**config.mk**
```make
export PLATFORM = sky130hd
export DESIGN_NAME = add8_err_monitor_flat
export DESIGN_NICKNAME = d
export VERILOG_FILES = /design/src/rtl/add8_err_monitor_pkg.sv /design/src/rtl/add8_err_monitor_if.sv /design/src/rtl/add8_err_monitor_accum.sv /design/src/rtl/add8_err_monitor.sv /design/src/flat_wrapper.sv
export SDC_FILE = /design/constraint.sdc
export NUM_CORES = 1
export LEC_CHECK = 0
export CAP_MARGIN = 20
export CORE_MARGIN = 4
export CORE_UTILIZATION = 45
export CTS_BUF_LIST = sky130_fd_sc_hd__clkbuf_16
export DETAILED_ROUTE_END_ITERATION = 6
export HOLD_SLACK_MARGIN = 0.08
export PLACE_DENSITY = 0.74
export SYNTH_ARGS = -nofsm -noshare
export SYNTH_HDL_FRONTEND = slang
export SYNTH_SLANG_ARGS = --single-unit
```
**constraint.sdc**
```tcl
create_clock -name clk -period 6.88 [get_ports clk]
set_input_delay 1.032 -clock clk [delete_from_list [all_inputs] [get_ports clk]]
set_output_delay 1.032 -clock clk [all_outputs]
set_load 0.01 [all_outputs]
```
**src/rtl/add8_err_monitor_pkg.sv**
```systemverilog
`default_nettype none
// +--------------------------------------------------------------------------+
// | add8_errmon_pkg : FSM state type and width helpers for add8_err_monitor  |
// | Revision 1.0                                                              |
// +--------------------------------------------------------------------------+

package add8_errmon_pkg;

  typedef enum logic [1:0] {
    IDLE  = 2'd0,
    SWEEP = 2'd1,
    DRAIN = 2'd2,
    DONE  = 2'd3
  } state_t;

  // Sweep index covers every {a,b} operand pair.
  function automatic int idx_w(input int opw);
    return 2 * opw;
  endfunction

  function automatic int err_w(input int opw);
    return opw + 1;
  endfunction

  function automatic int cnt_w(input int opw);
    return 2 * opw + 1;
  endfunction

  function automatic int sae_w(input int opw);
    return 3 * opw + 1;
  endfunction

  function automatic int sse_w(input int opw);
    return 4 * opw + 2;
  endfunction

endpackage

`default_nettype wire

```
**src/rtl/add8_err_monitor_if.sv**
```systemverilog
`default_nettype none
// +--------------------------------------------------------------------------+
// | add8_err_monitor_if : control, adder and result bundle of the monitor    |
// | sse exists only with ADD8_ERRMON_MSE_EN.  Revision 1.0                   |
// +--------------------------------------------------------------------------+

interface add8_err_monitor_if
  import add8_errmon_pkg::*;
#(
  parameter int OPW = 8
) ();

  logic                    start;
  logic                    busy;
  logic                    done;
  logic [OPW-1:0]          op_a;
  logic [OPW-1:0]          op_b;
  logic [OPW:0]            approx_sum;
  logic [cnt_w(OPW)-1:0]   err_cnt;
  logic [OPW:0]            wce;
  logic [sae_w(OPW)-1:0]   sae;

`ifdef ADD8_ERRMON_MSE_EN
  logic [sse_w(OPW)-1:0]   sse;

  modport master (
    output start, approx_sum,
    input  busy, done, op_a, op_b, err_cnt, wce, sae, sse
  );

  modport slave (
    input  start, approx_sum,
    output busy, done, op_a, op_b, err_cnt, wce, sae, sse
  );
`else
  modport master (
    output start, approx_sum,
    input  busy, done, op_a, op_b, err_cnt, wce, sae
  );

  modport slave (
    input  start, approx_sum,
    output busy, done, op_a, op_b, err_cnt, wce, sae
  );
`endif

endinterface

`default_nettype wire

```
**src/rtl/add8_err_monitor_accum.sv**
```systemverilog
`default_nettype none
// +--------------------------------------------------------------------------+
// | add8_err_accum : two-stage error computation and result accumulators     |
// | Squared-error path only with ADD8_ERRMON_MSE_EN.  Revision 1.0           |
// +--------------------------------------------------------------------------+

module add8_err_accum
  import add8_errmon_pkg::*;
#(
  parameter int OPW = 8
) (
  input  logic                   clk,
  input  logic                   rst,
  input  logic                   clear,
  input  logic                   in_valid,
  input  logic [OPW-1:0]         in_a,
  input  logic [OPW-1:0]         in_b,
  input  logic [OPW:0]           in_sum,
  output logic [cnt_w(OPW)-1:0]  err_cnt,
  output logic [OPW:0]           wce,
  output logic [sae_w(OPW)-1:0]  sae
`ifdef ADD8_ERRMON_MSE_EN
  ,
  output logic [sse_w(OPW)-1:0]  sse
`endif
);

  localparam int ERR_W = err_w(OPW);
  localparam int CNT_W = cnt_w(OPW);
  localparam int SAE_W = sae_w(OPW);

  logic             s1_valid;
  logic [OPW-1:0]   s1_a;
  logic [OPW-1:0]   s1_b;
  logic [ERR_W-1:0] s1_sum;

  logic [ERR_W-1:0] exact;
  logic [ERR_W-1:0] err;
  logic             err_nz;

  // Stage 1: capture the pair and the adder's answer for it in one edge.
  always_ff @(posedge clk) begin
    if (rst || clear) begin
      s1_valid <= 1'b0;
      s1_a     <= '0;
      s1_b     <= '0;
      s1_sum   <= '0;
    end else begin
      s1_valid <= in_valid;
      s1_a     <= in_a;
      s1_b     <= in_b;
      s1_sum   <= in_sum;
    end
  end

  always_comb begin
    exact = {1'b0, s1_a} + {1'b0, s1_b};
    if (s1_sum >= exact) begin
      err = s1_sum - exact;
    end else begin
      err = exact - s1_sum;
    end
    err_nz = |err;
  end

  always_ff @(posedge clk) begin
    if (rst || clear) begin
      err_cnt <= '0;
      wce     <= '0;
      sae     <= '0;
    end else if (s1_valid) begin
      err_cnt <= err_cnt + CNT_W'(err_nz);
      sae     <= sae + SAE_W'(err);
      if (err > wce) begin
        wce <= err;
      end
    end
  end

`ifdef ADD8_ERRMON_MSE_EN
  localparam int SSE_W = sse_w(OPW);

  logic [2*ERR_W-1:0] err_sq;

  // Operands widened first so the product keeps its full 2*ERR_W bits.
  assign err_sq = {{ERR_W{1'b0}}, err} * {{ERR_W{1'b0}}, err};

  always_ff @(posedge clk) begin
    if (rst || clear) begin
      sse <= '0;
    end else if (s1_valid) begin
      sse <= sse + SSE_W'(err_sq);
    end
  end
`endif

endmodule

`default_nettype wire

```
**src/rtl/add8_err_monitor.sv**
```systemverilog
`default_nettype none
// +--------------------------------------------------------------------------+
// | add8_err_monitor : exhaustive operand sweep and error characterisation   |
// | of an external approximate adder; sse with ADD8_ERRMON_MSE_EN. Rev 1.0   |
// +--------------------------------------------------------------------------+

module add8_err_monitor
  import add8_errmon_pkg::*;
#(
  parameter int OPW = 8
) (
  input  logic               clk,
  input  logic               rst,
  add8_err_monitor_if.slave  mon
);

  localparam int IDX_W = idx_w(OPW);
  localparam logic [IDX_W-1:0] IDX_LAST = '1;

  state_t            state;
  state_t            state_nxt;
  logic              clear;
  logic [IDX_W-1:0]  idx;

  always_ff @(posedge clk) begin
    if (rst) begin
      state <= IDLE;
    end else begin
      state <= state_nxt;
    end
  end

  always_comb begin
    state_nxt = state;
    clear     = 1'b0;
    case (state)
      IDLE: begin
        if (mon.start) begin
          clear     = 1'b1;
          state_nxt = SWEEP;
        end
      end
      SWEEP: begin
        if (idx == IDX_LAST) begin
          state_nxt = DRAIN;
        end
      end
      DRAIN:   state_nxt = DONE;
      DONE:    state_nxt = IDLE;
      default: state_nxt = IDLE;
    endcase
  end

  // idx wraps back to 0 after the last pair, so operands read 0 outside SWEEP.
  always_ff @(posedge clk) begin
    if (rst || clear) begin
      idx <= '0;
    end else if (state == SWEEP) begin
      idx <= idx + 1'b1;
    end
  end

  assign mon.op_a = idx[IDX_W-1:OPW];
  assign mon.op_b = idx[OPW-1:0];
  assign mon.busy = (state == SWEEP) || (state == DRAIN);
  assign mon.done = (state == DONE);

  add8_err_accum #(
    .OPW (OPW)
  ) u_accum (
    .clk      (clk),
    .rst      (rst),
    .clear    (clear),
    .in_valid (state == SWEEP),
    .in_a     (mon.op_a),
    .in_b     (mon.op_b),
    .in_sum   (mon.approx_sum),
    .err_cnt  (mon.err_cnt),
    .wce      (mon.wce),
    .sae      (mon.sae)
`ifdef ADD8_ERRMON_MSE_EN
    ,
    .sse      (mon.sse)
`endif
  );

endmodule

`default_nettype wire
```
**src/flat_wrapper.sv**
```systemverilog
// flat-port wrapper written by rule: the top's interface ports become plain ports
module add8_err_monitor_flat import add8_errmon_pkg::*;
#(
  parameter int OPW = 8
)
  (clk, rst, mon_start, mon_approx_sum, mon_busy, mon_done, mon_op_a, mon_op_b, mon_err_cnt, mon_wce, mon_sae);
  add8_err_monitor_if #(.OPW(OPW)) mon_i ();
  input  logic clk;
  input  logic rst;
  input wire logic [$bits(mon_i.start)-1:0] mon_start;
  input wire logic [$bits(mon_i.approx_sum)-1:0] mon_approx_sum;
  output wire logic [$bits(mon_i.busy)-1:0] mon_busy;
  output wire logic [$bits(mon_i.done)-1:0] mon_done;
  output wire logic [$bits(mon_i.op_a)-1:0] mon_op_a;
  output wire logic [$bits(mon_i.op_b)-1:0] mon_op_b;
  output wire logic [$bits(mon_i.err_cnt)-1:0] mon_err_cnt;
  output wire logic [$bits(mon_i.wce)-1:0] mon_wce;
  output wire logic [$bits(mon_i.sae)-1:0] mon_sae;
  assign mon_i.start = mon_start;
  assign mon_i.approx_sum = mon_approx_sum;
  assign mon_busy = mon_i.busy;
  assign mon_done = mon_i.done;
  assign mon_op_a = mon_i.op_a;
  assign mon_op_b = mon_i.op_b;
  assign mon_err_cnt = mon_i.err_cnt;
  assign mon_wce = mon_i.wce;
  assign mon_sae = mon_i.sae;
  add8_err_monitor #(.OPW(OPW)) u_core (.clk(clk), .rst(rst), .mon(mon_i));
endmodule
```
After elaboration in Yosys (flattened, before gate mapping)
Cells that the tools add are included.
- output and inout port bits: 69
- register bits after elaboration: 95
- input bits: 12
- magnitude comparators: 2
- equal/unequal tests: 6
- add/sub/neg operators: 6
- reduce and logical (&&, ||, !) cells: 6
- multiplexer cells: 6
- operator list (operator ; number):
    25-bit by 9-bit adder with 25-bit output ; 1
    9-bit subtractor ; 2
    17-bit by 1-bit adder with 17-bit output ; 1
    16-bit by 1-bit adder with 16-bit output, second input constant ; 1
    16-bit == test, second input constant ; 1
    8-bit by 8-bit adder with 9-bit output ; 1
    9-bit >= comparator ; 1
    9-bit > comparator ; 1
    9-bit 2-to-1 mux ; 1
    9-bit OR reduction ; 1
    2-bit one-hot mux with 4 select lines ; 1
    2-bit == test, second input constant ; 2
    2-bit 2-to-1 mux ; 2
    2-bit AND reduction ; 2
    2-bit by 1-bit == test with 1-bit output, second input constant ; 1
    2-bit zero test ; 1
    1-bit logical OR ; 2
    1-bit 2-to-1 mux ; 2
    2-bit by 1-bit inequality test with 1-bit output, second input constant ; 1
    2-bit inequality test, second input constant ; 1

Longest topological paths before layout
Gate-level depths: netlist of the first run.
- word-level depth: 5
- gate-level depth with buffers: 32
- gate-level depth less buffers: 31

By module
Synthesis of the first run repeated with hierarchy kept, for this count alone.
- cell total of the unflattened synthesis: 733
- area total of the unflattened synthesis: 6179.7 sq um
- modules (own cells, without submodules) (module ; area an instance (sq um) ; instances ; cells an instance):
    add8_err_accum ; 5271.3 ; 1 ; 635
    add8_err_monitor ; 908.4 ; 1 ; 98

Least setup slack after synthesis of the first run
No wires, ideal clock.
- path type: register to register
- start point: register u_core.u_accum.s1_a[0]
- end point: register u_core.u_accum.err_cnt[16]
- library setup time: 0.128 ns
- setup slack: 1.033 ns
- path buffers: 2
- required time: 6.752 ns
- arrival time: 5.719 ns
- stages on the path, launching flop included: 32
- cells stage by stage: dfxtp_1 ha_1 inv_1 fa_1 inv_1 a21oi_1 o21bai_1 a21oi_1 o21bai_1 xor2_1 ha_1 buf_6 a211oi_2 nor2_1 or3_4 nor2_4 buf_6 a211oi_1 a31oi_1 xor2_1 or4_1 or3_1 or4_1 ha_1 and3_1 and3_1 nand3_1 nor2_1 and4_1 nand3_1 xor2_1 nor2_1
- cells in the longest elaborated chain, start to end: 5
- elaborated cells between the ends (all ways): 7
- those cells by class: add/sub: 4; order compare: 1; mux: 1; reduce/logical: 1
- ends and longest elaborated chain (item ; line ; source):
    from (decl) ; add8_err_monitor_accum.sv:33 ; logic [OPW-1:0] s1_a;
    from (signal assigned) ; add8_err_monitor_accum.sv:50 ; s1_a <= in_a;
    8-bit by 8-bit adder with 9-bit output (*) ; add8_err_monitor_accum.sv:57 ; exact = {1'b0, s1_a} + {1'b0, s1_b};
    9-bit subtractor (tied with other cells) ; add8_err_monitor_accum.sv:61 ; err = exact - s1_sum;
    9-bit 2-to-1 mux (*) ; add8_err_monitor_accum.sv:58 ; if (s1_sum >= exact) begin
    via u_core.u_accum.err[6] ; add8_err_monitor_accum.sv:38 ; logic [ERR_W-1:0] err;
    9-bit OR reduction (*) ; add8_err_monitor_accum.sv:63 ; err_nz = |err;
    17-bit by 1-bit adder with 17-bit output (*) ; add8_err_monitor_accum.sv:72 ; err_cnt <= err_cnt + CNT_W'(err_nz);
    to (signal assigned) ; add8_err_monitor_accum.sv:72 ;
    to (decl) ; add8_err_monitor_accum.sv:19 ; output logic [cnt_w(OPW)-1:0] err_cnt,
Mark *: on every way through the listed nets, which the timed path passes. The rest lies on a longest branch.
A chain may end at the register's enable or synchronous reset.

Worst setup path after layout of the first run
Same ends and word-level chain as after synthesis.

==> metrics.md, run 1 <==
| Metric | Value |
|---|---|
| Slew HR | 39.29% |
| Final Net Count | 808 |
| CP max stage cell | or4_1 |
| Flops & latches, synth | 95 |
| Routed WL per cell | roughly 15 µm |
| Detailed-route via count | 5084 |
| Critical path capture point type | register |
| Clk sinks | 95 |
| Routed wire length | between 10000 and 15000 µm |
| Status | complete, no violations |
| CTS tree | done |
| Critical Path Fanout Max | 8 |
| Post-synthesis cell count | 675 |
| Core box area | 0.01267 mm² |
| CTS clk-pin slew, worst paths | 0.07 ns |
| Slew @ Worst Pin | 0.9076 ns |
| Async set-reset flop share out of synthesis | 0% |
| DRC | 0 |
| GRT overflow | 0 |
| Post-Syn Area per Cell | 8.642 µm² |
| Final core utilization | 55.52% |
| Post-synthesis cell area | 0.005833 mm² |
| Hold EP | u_core.u_accum.wce[6] |
| Hold Buf Count CTS | 0 |
| Skew final | 0.009973 ns |
| Final GP Congestion | ~0.86 |
| CP Data Required Time | about 7 ns |
| Min-delay src | u_core.u_accum.wce[6] |
| Max clock buf depth | 2 |
| Proportion of layout cells with a drive suffix above 1 | approximately 7% |
| DRT Pass-1 Iters | 4 |
| VDD IR max | 269.5 µV |
| Row Count | roughly 40 |
| Commonest non-fill, non-tap cell in the layout | dfxtp_1 |
| Layout area overhead | 20.61% |
| Endpoints failing hold | 0 |
| Final setup violation count | 0 |
| Critical path buffer and inverter count | 2 |
| GRT Total Usage | 18.93% |
| Worst hold slack | between 0.4 and 0.5 ns |
| Top_reg_cell synth | dfxtp_1 |
| H-tree Lvls | 3 |
| Tmin final | approximately 6.4 ns |
| First-pass GRT wire length | 23000 µm |
| Critical R2R Capture | u_core.u_accum.err_cnt[16] |
| Yosys cell types | 83 |
| Diode count | 0 |
| Total of max-cap violations | 0 |
| Antenna viol nets, final | 0 |
| Critical path type | reg2reg |
| Fill count | approximately 1200 |
| Hold Path Class | reg2reg |
| CTS root buf | clkbuf_16 |
| Initial antenna violation count | 0 |
| Number of global-route vias before repair | 5004 |
| Largest net degree at the start of global routing | 83 |
| Worst reg2reg path depth | 29 |
| 1st-iter DRT viols | roughly 280 |
| R2r startpoint | u_core.u_accum.s1_a[0] |
| Pwr Density | 290.6 mW/mm² |
| Total CTS buffers | 9 |
| Critical path launch point type | register |
| Final worst-path cycle share | between 90% and 100% |
| Fmax | 156.8 MHz |
| Register area share after synthesis | 32.60% |
| Most frequent cells in the layout | 95 x dfxtp_1, 80 x clkdlybuf4s50_1, 63 x nor2_1 |
| Flop2flop setup slack | 0.50 ns |
| Port Buf Inserts | 80 |
| Max stage delay on crit path | 0.50 ns |
| DP HPWL | 10010 µm |
| Synth Warn # | 0 |
| Critical path's top delay family | simple AND/OR/NAND/NOR gates |
| Initial Utilization | 46.04% |
| CP arrival | 6.58 ns |
| IO Pins | between 80 and 90 |
| Syn Nets | 737 |
| Die span in x | 121.9 µm |
| Post-synth EDFFs | 0 |
| Slew Viols, Final | 0 |
| Worst Hold Path Cells | 2 |
| Lkg Pwr | 2.637 nW |
| Die area | 0.01485 mm² |
| Via density | 5.508 |
| Die H | 121.9 µm |
| Worst-Skew Late Latency | 0.35 ns |
[logic make-up after synthesis]
kind of cell | synth area share, %
adder cells (fa/ha/maj) | 11.48
AO/OA/AOI/OAI | 17.25
AND/OR/NAND/NOR | 22.61
flip-flops | 32.60
buffers and inverters | 6.242
XOR/XNOR | 7.529
multiplexers | 2.295
[sequential cells by signal, summed over array words and instances (netlist names), 2 cells and up]
register / flops
u_core.u_accum.s1_a: 8
u_core.u_accum.sae: 25
u_core.u_accum.err_cnt: 17
u_core.u_accum.s1_sum: 9
u_core.u_accum.s1_b: 8
u_core.u_accum.wce: 9
u_core.state: 2
u_core.idx: 16
[metal layers]
layer	GRT usage (%)	routed length, µm
met4	6.863	199
met1	23.13	6164
met5	0	0
met2	33.22	6905
met3	3.482	444
[metrics by stage]
stage                     instances  cell area (µm²)  setup TNS, ns  setup slack, ns  power (W)
after floorplan                 675             5833              0            1.033   0.001346
after global placement          901             6708              0           0.6686   0.001520
after detailed placement        901             6708              0           0.3948   0.001548
after CTS                       917             6989              0           0.3323   0.002035
after global routing            923             7036       -0.06415         -0.03419   0.002180
final                           923             7036              0           0.5018   0.002044
[cell usage after synthesis, types with 12 or more instances]
cell type / instances / area share [%]
xnor2_1: 20 / 3.0
o21ai_0: 18 / 1.5
nor3_1: 16 / 1.4
a21oi_1: 32 / 2.7
dfxtp_1: 95 / 33
and2_1: 26 / 2.8
nor2_1: 63 / 4.1
ha_1: 47 / 10
xor2_1: 27 / 4.1
and3_1: 12 / 1.3
clkbuf_1: 16 / 1.0
nand2_1: 51 / 3.3
nand3_1: 21 / 1.8
inv_1: 49 / 3.2
a211oi_1: 15 / 1.9
[power by group]
part | internal, W | switching [W]
Clock | 0.000250 | 0.000229
Combinational | 0.000366 | 0.000586
Sequential | 0.000583 | 0.0000311
Total | 0.00120 | 0.000846
[area by class of cell]
cell class	instances	area (µm²)	share of cell area [%]
Clock buffer	9	225.2	3.201
Tap cell	172	215.2	3.059
Clock inverter	7	56.30	0.8003
Inverter	50	187.7	2.668
Multi-Input combinational cell	501	3581	50.90
Sequential cell	95	1902	27.03
Timing Repair Buffer	89	868.3	12.34
[worst register-to-register path, delay by kind of cell (launching register included)]
kind,cells,cell delay (ns)
flops,1,0.33
compound gates,7,1.07
fa+ha+maj,4,1.15
xor+xnor,3,0.54
buf+inv,2,0.13
simple gates,13,3.01
[timing repair]
action,in CTS,in global routing
setup endpoints to repair,0,3
resized for setup,0,1
setup buffers,0,5
[worst max-delay path by stage]
stage | slack (ns) | end | depth (start not counted) | from
after floorplan | 1.03 | u_core.u_accum.err_cnt[16] | 31 | u_core.u_accum.s1_a[0]
after global placement | 0.67 | u_core.u_accum.err_cnt[16] | 29 | u_core.u_accum.s1_a[0]
after detailed placement | 0.39 | u_core.u_accum.err_cnt[16] | 29 | u_core.u_accum.s1_a[0]
after CTS | 0.33 | u_core.u_accum.err_cnt[16] | 29 | u_core.u_accum.s1_a[0]
after global routing | -0.03 | u_core.u_accum.err_cnt[16] | 29 | u_core.u_accum.s1_a[0]
final | 0.50 | u_core.u_accum.err_cnt[16] | 29 | u_core.u_accum.s1_a[0]
Power figures use the tool's default switching activity.
==> run 2, diff against run 1 <==
--- a/config.mk
+++ b/config.mk
@@ -10,8 +10,10 @@
 export CORE_UTILIZATION = 45
 export CTS_BUF_LIST = sky130_fd_sc_hd__clkbuf_16
 export DETAILED_ROUTE_END_ITERATION = 6
+export GPL_ROUTABILITY_DRIVEN = 0
 export HOLD_SLACK_MARGIN = 0.08
 export PLACE_DENSITY = 0.74
+export SETUP_SLACK_MARGIN = 0.2
 export SYNTH_ARGS = -nofsm -noshare
 export SYNTH_HDL_FRONTEND = slang
 export SYNTH_SLANG_ARGS = --single-unit
==> metrics.md, run 2 (synthesized netlist as in run 1, its figures left out) <==
| Metric | Value |
|---|---|
| Proportion of layout cells with a drive suffix above 1 | 7.867% |
| CTS clk-pin slew, worst paths | about 0.070 ns |
| Most frequent cells in the layout | 95 x dfxtp_1, 80 x clkdlybuf4s50_1, 63 x nor2_1 |
| Diode count | 0 |
| Slew @ Worst Pin | 0.9759 ns |
| Antenna viol nets, final | 0 |
| Max Used Layer | met4 |
| Hold Path Class | reg2reg |
| Max clock buf depth | 2 |
| Slew Viols, Final | 0 |
| Commonest non-fill, non-tap cell in the layout | dfxtp_1 |
| Slew HR | 34.72% |
| Tmin final | 6.219 ns |
| Largest net degree at the start of global routing | 67 |
| Endpoints failing hold | 0 |
| Clk sinks | 95 |
| Die span in x | ~120 µm |
| Critical path type | reg2reg |
| IO Pins | 81 |
| 1st-iter DRT viols | 324 |
| Max reg flops | 25 |
| Initial antenna violation count | 0 |
| Min-delay src | u_core.u_accum.sae[21] |
| Met3 wire len | 683 µm |
| DP HPWL | 9958 µm |
| Number of global-route vias before repair | 4940 |
| Worst reg2reg path depth | 30 |
| WL met2 | 6709 µm |
| Critical path launch point type | register |
| Final setup violation count | 0 |
| Skew final | about 0.01 ns |
| Worst Hold Path Cells | 2 |
| Max stage delay on crit path | roughly 0.52 ns |
| GRT overflow | 0 |
| Largest registers | u_core.u_accum.sae: 25 flops, u_core.u_accum.err_cnt: 17 flops, u_core.idx: 16 flops |
| DRT Pass-1 Iters | 5 |
| Critical Path Fanout Max | 5 |
| RSZ-0062 raised after global routing | false |
| Routed wire length | 13960 µm |
| CTS root buf | clkbuf_16 |
| Final worst-path cycle share | 90.39% |
| CP max stage cell | or4_1 |
| DRC | 0 |
| CTS tree | done |
| Row Count | 41 |
| Fmax | 160.8 MHz |
| Status | complete, no violations |
| Largest register by flop count | u_core.u_accum.sae |
| CP Data Required Time | between 7 and 8 ns |
| Hold EP | u_core.u_accum.sae[21] |
| Die area | 0.01485 mm² |
| Total of max-cap violations | 0 |
| Port Buf Inserts | 80 |
| Die H | 121.9 µm |
| Pwr Density | 295.9 mW/mm² |
| Worst hold slack | 0.4987 ns |
| Worst-Skew Late Latency | 0.36 ns |
| First-pass GRT wire length | roughly 23000 µm |
| Total Negative Setup Slacks | 0 ns |
| GRT Total Usage | 18.92% |
| Detailed-route via count | around 5100 |
| VDD IR max | between 200 and 300 µV |
| Final Net Count | a little over 800 |
| Post-Route M1 WL | 6141 µm |
| Final core utilization | 55.89% |
| Critical R2R Capture | u_core.u_accum.err_cnt[16] |
| Hold Buf Count CTS | 0 |
| H-tree Lvls | 3 |
| Total CTS buffers | 9 |
| Via density | ~5.5 |
| CP arrival | about 6.4 ns |
| Flop2flop setup slack | 0.66 ns |
| Layout area overhead | 21.41% |
| Critical path capture point type | register |
| Lkg Pwr | 2.644 nW |
| Routed WL per cell | 15.14 µm |
| Initial Utilization | 46.04% |
| R2r startpoint | u_core.u_accum.s1_a[0] |
| Core box area | 0.01267 mm² |
[run 2: layout make-up]
| type | instances | area [µm²] |
|---|---|---|
| well taps | 172 | 215.2 |
| repair buffers | 88 | 860.8 |
| inverters | 50 | 187.7 |
| fillers | 1126 | 5589 |
| clock buffers | 9 | 225.2 |
| clock inverters | 7 | 80.08 |
| multi-input cells | 501 | 3611 |
| flip-flops and latches | 95 | 1902 |
[run 2: critical path, delay by kind of cell (launching register included)]
family | cells | cell delay [ns]
xor+xnor | 3 | 0.61
buf+inv | 3 | 0.21
fa+ha+maj | 4 | 0.92
compound gates | 7 | 1.04
flops | 1 | 0.32
simple gates | 13 | 2.98
[run 2: worst max path at each step]
stage                      startpoint                         end  depth (start not counted)
2_1_floorplan  u_core.u_accum.s1_a[0]  u_core.u_accum.err_cnt[16]                         31
3_3_place_gp   u_core.u_accum.s1_a[0]  u_core.u_accum.err_cnt[16]                         29
3_5_place_dp   u_core.u_accum.s1_a[0]  u_core.u_accum.err_cnt[16]                         29
4_1_cts        u_core.u_accum.s1_a[0]  u_core.u_accum.err_cnt[16]                         29
5_1_grt        u_core.u_accum.s1_a[0]  u_core.u_accum.err_cnt[16]                         30
6_report       u_core.u_accum.s1_a[0]  u_core.u_accum.err_cnt[16]                         30
[run 2: power by group]
| part | switching, W | total [W] | internal [W] |
|---|---|---|---|
| sequential | 0.0000308 | 0.000614 | 0.000583 |
| clock | 0.000236 | 0.000523 | 0.000287 |
| combinational | 0.000588 | 0.000959 | 0.000371 |
[run 2: per-layer routing]
layer  vias to the layer above  GRT usage (%)
met5                         -              0
li1                       2543              -
met1                      2364          23.91
met2                       163          31.32
met4                         0          8.543
met3                        33          3.621
[run 2: timing repair]
action                                  CTS  global route
buffers inserted                          0             4
endpoints found under the setup margin    0             4
resized for setup                         0             9
[run 2: stage by stage]
| stage | worst slack (ns) | power [W] | instances | instance area [µm²] |
|---|---|---|---|---|
| 3_5_place_dp | 0.4866 | 0.001545 | 901 | 6708 |
| 3_3_place_gp | 0.6808 | 0.001517 | 901 | 6708 |
| 6_report | 0.6609 | 0.002096 | 922 | 7082 |
| 5_1_grt | 0.2506 | 0.002236 | 922 | 7082 |
| 4_1_cts | 0.3734 | 0.002070 | 917 | 7013 |
| 2_1_floorplan | 1.033 | 0.001346 | 675 | 5833 |
==> run 3, diff against run 2 <==
--- a/config.mk
+++ b/config.mk
@@ -11,6 +11,7 @@
 export CTS_BUF_LIST = sky130_fd_sc_hd__clkbuf_16
 export DETAILED_ROUTE_END_ITERATION = 6
 export GPL_ROUTABILITY_DRIVEN = 0
+export GPL_TIMING_DRIVEN = 0
 export HOLD_SLACK_MARGIN = 0.08
 export PLACE_DENSITY = 0.74
 export SETUP_SLACK_MARGIN = 0.2
==> constraint.sdc (replaced) <==
create_clock -name clk -period 6.2 [get_ports clk]
set_input_delay 0.93 -clock clk [delete_from_list [all_inputs] [get_ports clk]]
set_output_delay 0.93 -clock clk [all_outputs]
set_load 0.01 [all_outputs]
==> metrics.md, run 3 (synthesized netlist as in run 1, its figures left out) <==
| Metric | Value |
|---|---|
| Status | finished, violations left |
| Failing checks | DRC |
| CP max stage cell | or4_4 |
| Skew final | 0.01008 ns |
| GRT Total Usage | 20.86% |
| Routed WL per cell | 16.10 µm |
| Detailed-route via count | 5563 |
| Lkg Pwr | 2.934 nW |
| Fmax | around 160 MHz |
| Critical path type | reg2reg |
| CTS tree | done |
| DRC | 2 |
| Commonest non-fill, non-tap cell in the layout | dfxtp_1 |
| Total of max-cap violations | 0 |
| Largest net degree at the start of global routing | 18 |
| Die H | approximately 120 µm |
| Largest registers | u_core.u_accum.sae: 25 flops, u_core.u_accum.err_cnt: 17 flops, u_core.idx: 16 flops |
| Max clock buf depth | 2 |
| Fill count | 1063 |
| Worst setup margin | 0.09347 ns |
| Max reg flops | 25 |
| Initial Utilization | 46.04% |
| Worst-Skew Late Latency | ~0.35 ns |
| Most frequent cells in the layout | 93 x dfxtp_1, 80 x clkdlybuf4s50_1, 61 x nor2_1 |
| CP arrival | approximately 6.3 ns |
| 1st-iter DRT viols | approximately 420 |
| CP startpoint | u_core.u_accum.s1_a[0] |
| Critical path launch point type | register |
| Final worst-path cycle share | 98.49% |
| Critical R2R Capture | u_core.u_accum.err_cnt[16] |
| Power, Total | 0.002592 W |
| Via density | 5.648 |
| Tmin final | 6.107 ns |
| Routed wire length | approximately 16000 µm |
| DRT Pass-1 Iters | 7 |
| Worst Setup EP | u_core.u_accum.err_cnt[16] |
| Endpoints failing hold | 0 |
| Critical Path Fanout Max | 5 |
| Setup slack at placement | -0.2447 ns |
| R2r startpoint | u_core.u_accum.s1_a[0] |
| CTS root buf | clkbuf_16 |
| Critical path capture point type | register |
| Total Negative Setup Slacks | 0 ns |
| Final setup violation count | 0 |
| RSZ-0062 raised after global routing | true |
| Diode count | 0 |
| Row Count | 41 |
| First-pass GRT wire length | 25340 µm |
| Core box area | about 0.013 mm² |
| Pwr Density | 335.4 mW/mm² |
| Hold Path Class | reg2reg |
| VDD IR max | 326.9 µV |
| Most common cell on crit path | and3_4 |
| Final Net Count | 870 |
| H-tree Lvls | 3 |
| Initial antenna violation count | 0 |
| Antenna viol nets, final | 0 |
| Die area | around 0.015 mm² |
| CP Data Required Time | 6.41 ns |
| Port Buf Inserts | 80 |
| Flop2flop setup slack | approximately 0.093 ns |
| Proportion of layout cells with a drive suffix above 1 | 16.61% |
| Worst reg2reg path depth | 32 |
| Layout area overhead | 32.52% |
| IO Pins | 81 |
| Slew @ Worst Pin | approximately 0.6 ns |
| GRT overflow | 0 |
| Clk sinks | 95 |
| DP HPWL | about 11000 µm |
| Number of global-route vias before repair | 5434 |
| Slew Viols, Final | 0 |
| Total CTS buffers | 9 |
| Slew HR | 59.33% |
| Die span in x | 121.9 µm |
| CTS clk-pin slew, worst paths | 0.07 ns |
| Largest register by flop count | u_core.u_accum.sae |
| Max stage delay on crit path | 0.52 ns |
==> run 3: changes by cell type in the layout (fill, tap and decap cells not counted), moves of 3 or more <==
cell,change
a21oi_1,-5
a21oi_2,+3
buf_4,+35
buf_6,+8
clkbuf_1,+15
nand3_1,-3
xor2_1,-3
xor2_2,+3
==> run 3: cell type report <==
| cell class | instances | area (µm²) | share of cell area, % |
|---|---|---|---|
| clock buffers | 9 | 225.2 | 2.914 |
| well taps | 172 | 215.2 | 2.784 |
| inverters | 50 | 191.4 | 2.477 |
| flip-flops and latches | 95 | 1904 | 24.64 |
| plain buffers | 30 | 183.9 | 2.379 |
| clock inverters | 7 | 81.33 | 1.052 |
| repair buffers | 122 | 1127 | 14.58 |
| multi-input cells | 500 | 3801 | 49.17 |
==> run 3: through the flow <==
stage | util [%] | std cells | cell area, µm² | hold WS [ns]
3_3_place_gp | 54.05 | 927 | 6849 | 0.4791
3_5_place_dp | 54.05 | 927 | 6849 | 0.4907
2_1_floorplan | - | 675 | 5833 | 0.4993
6_report | 61.01 | 985 | 7730 | 0.5029
4_1_cts | 58.01 | 958 | 7351 | 0.5024
5_1_grt | 61.01 | 985 | 7730 | 0.5223
==> run 3: how the worst min path moves through the flow <==
stage               slack (ns)  cells after the start                endpoint                    from
floorplan                 0.50                      2   u_core.u_accum.wce[1]   u_core.u_accum.wce[1]
global placement          0.48                      2  u_core.u_accum.sae[21]  u_core.u_accum.sae[21]
detailed placement        0.49                      2   u_core.u_accum.wce[6]   u_core.u_accum.wce[6]
CTS                       0.50                      2   u_core.u_accum.wce[1]   u_core.u_accum.wce[1]
global route              0.52                      2   u_core.u_accum.wce[6]   u_core.u_accum.wce[6]
finish                    0.50                      2   u_core.u_accum.wce[1]   u_core.u_accum.wce[1]
==> run 3: worst max-delay path: cells and delay by family, from the launching register on <==
family                     cells  cell delay (ns)
buffers and inverters          6             0.59
xor gates and xnor gates       3             0.38
and+or+nand+nor               12             2.41
AOI/OAI and AO/OA              7             1.30
adders and majority gates      4             0.95
DFF                            1             0.35
==> run 3: timing repair <==
action	4_1_cts	5_1_grt
pin swaps	14	31
setup buffers	15	27
hold buffers	0	0
setup endpoints to repair	7	32
hold endpoints to repair	0	0
resized for setup	21	38
==> run 3: where the power goes <==
| group | leakage (nW) | switching [W] | total, W | internal (W) |
|---|---|---|---|---|
| clock | 0.140 | 0.000259 | 0.000577 | 0.000318 |
| sequential | 0.769 | 0.0000383 | 0.000686 | 0.000647 |
| combinational | 2.02 | 0.000762 | 0.00133 | 0.000568 |
| total | 2.93 | 0.00106 | 0.00259 | 0.00153 |
==> run 3: routing by layer <==
metal,global-route usage [%],part of all wire [%],vias up
li1,-,-,2650
met2,36.43,50,210
met1,25.72,42,2658
met5,0,0,-
met4,7.213,2.4,0
met3,3.946,5.3,45
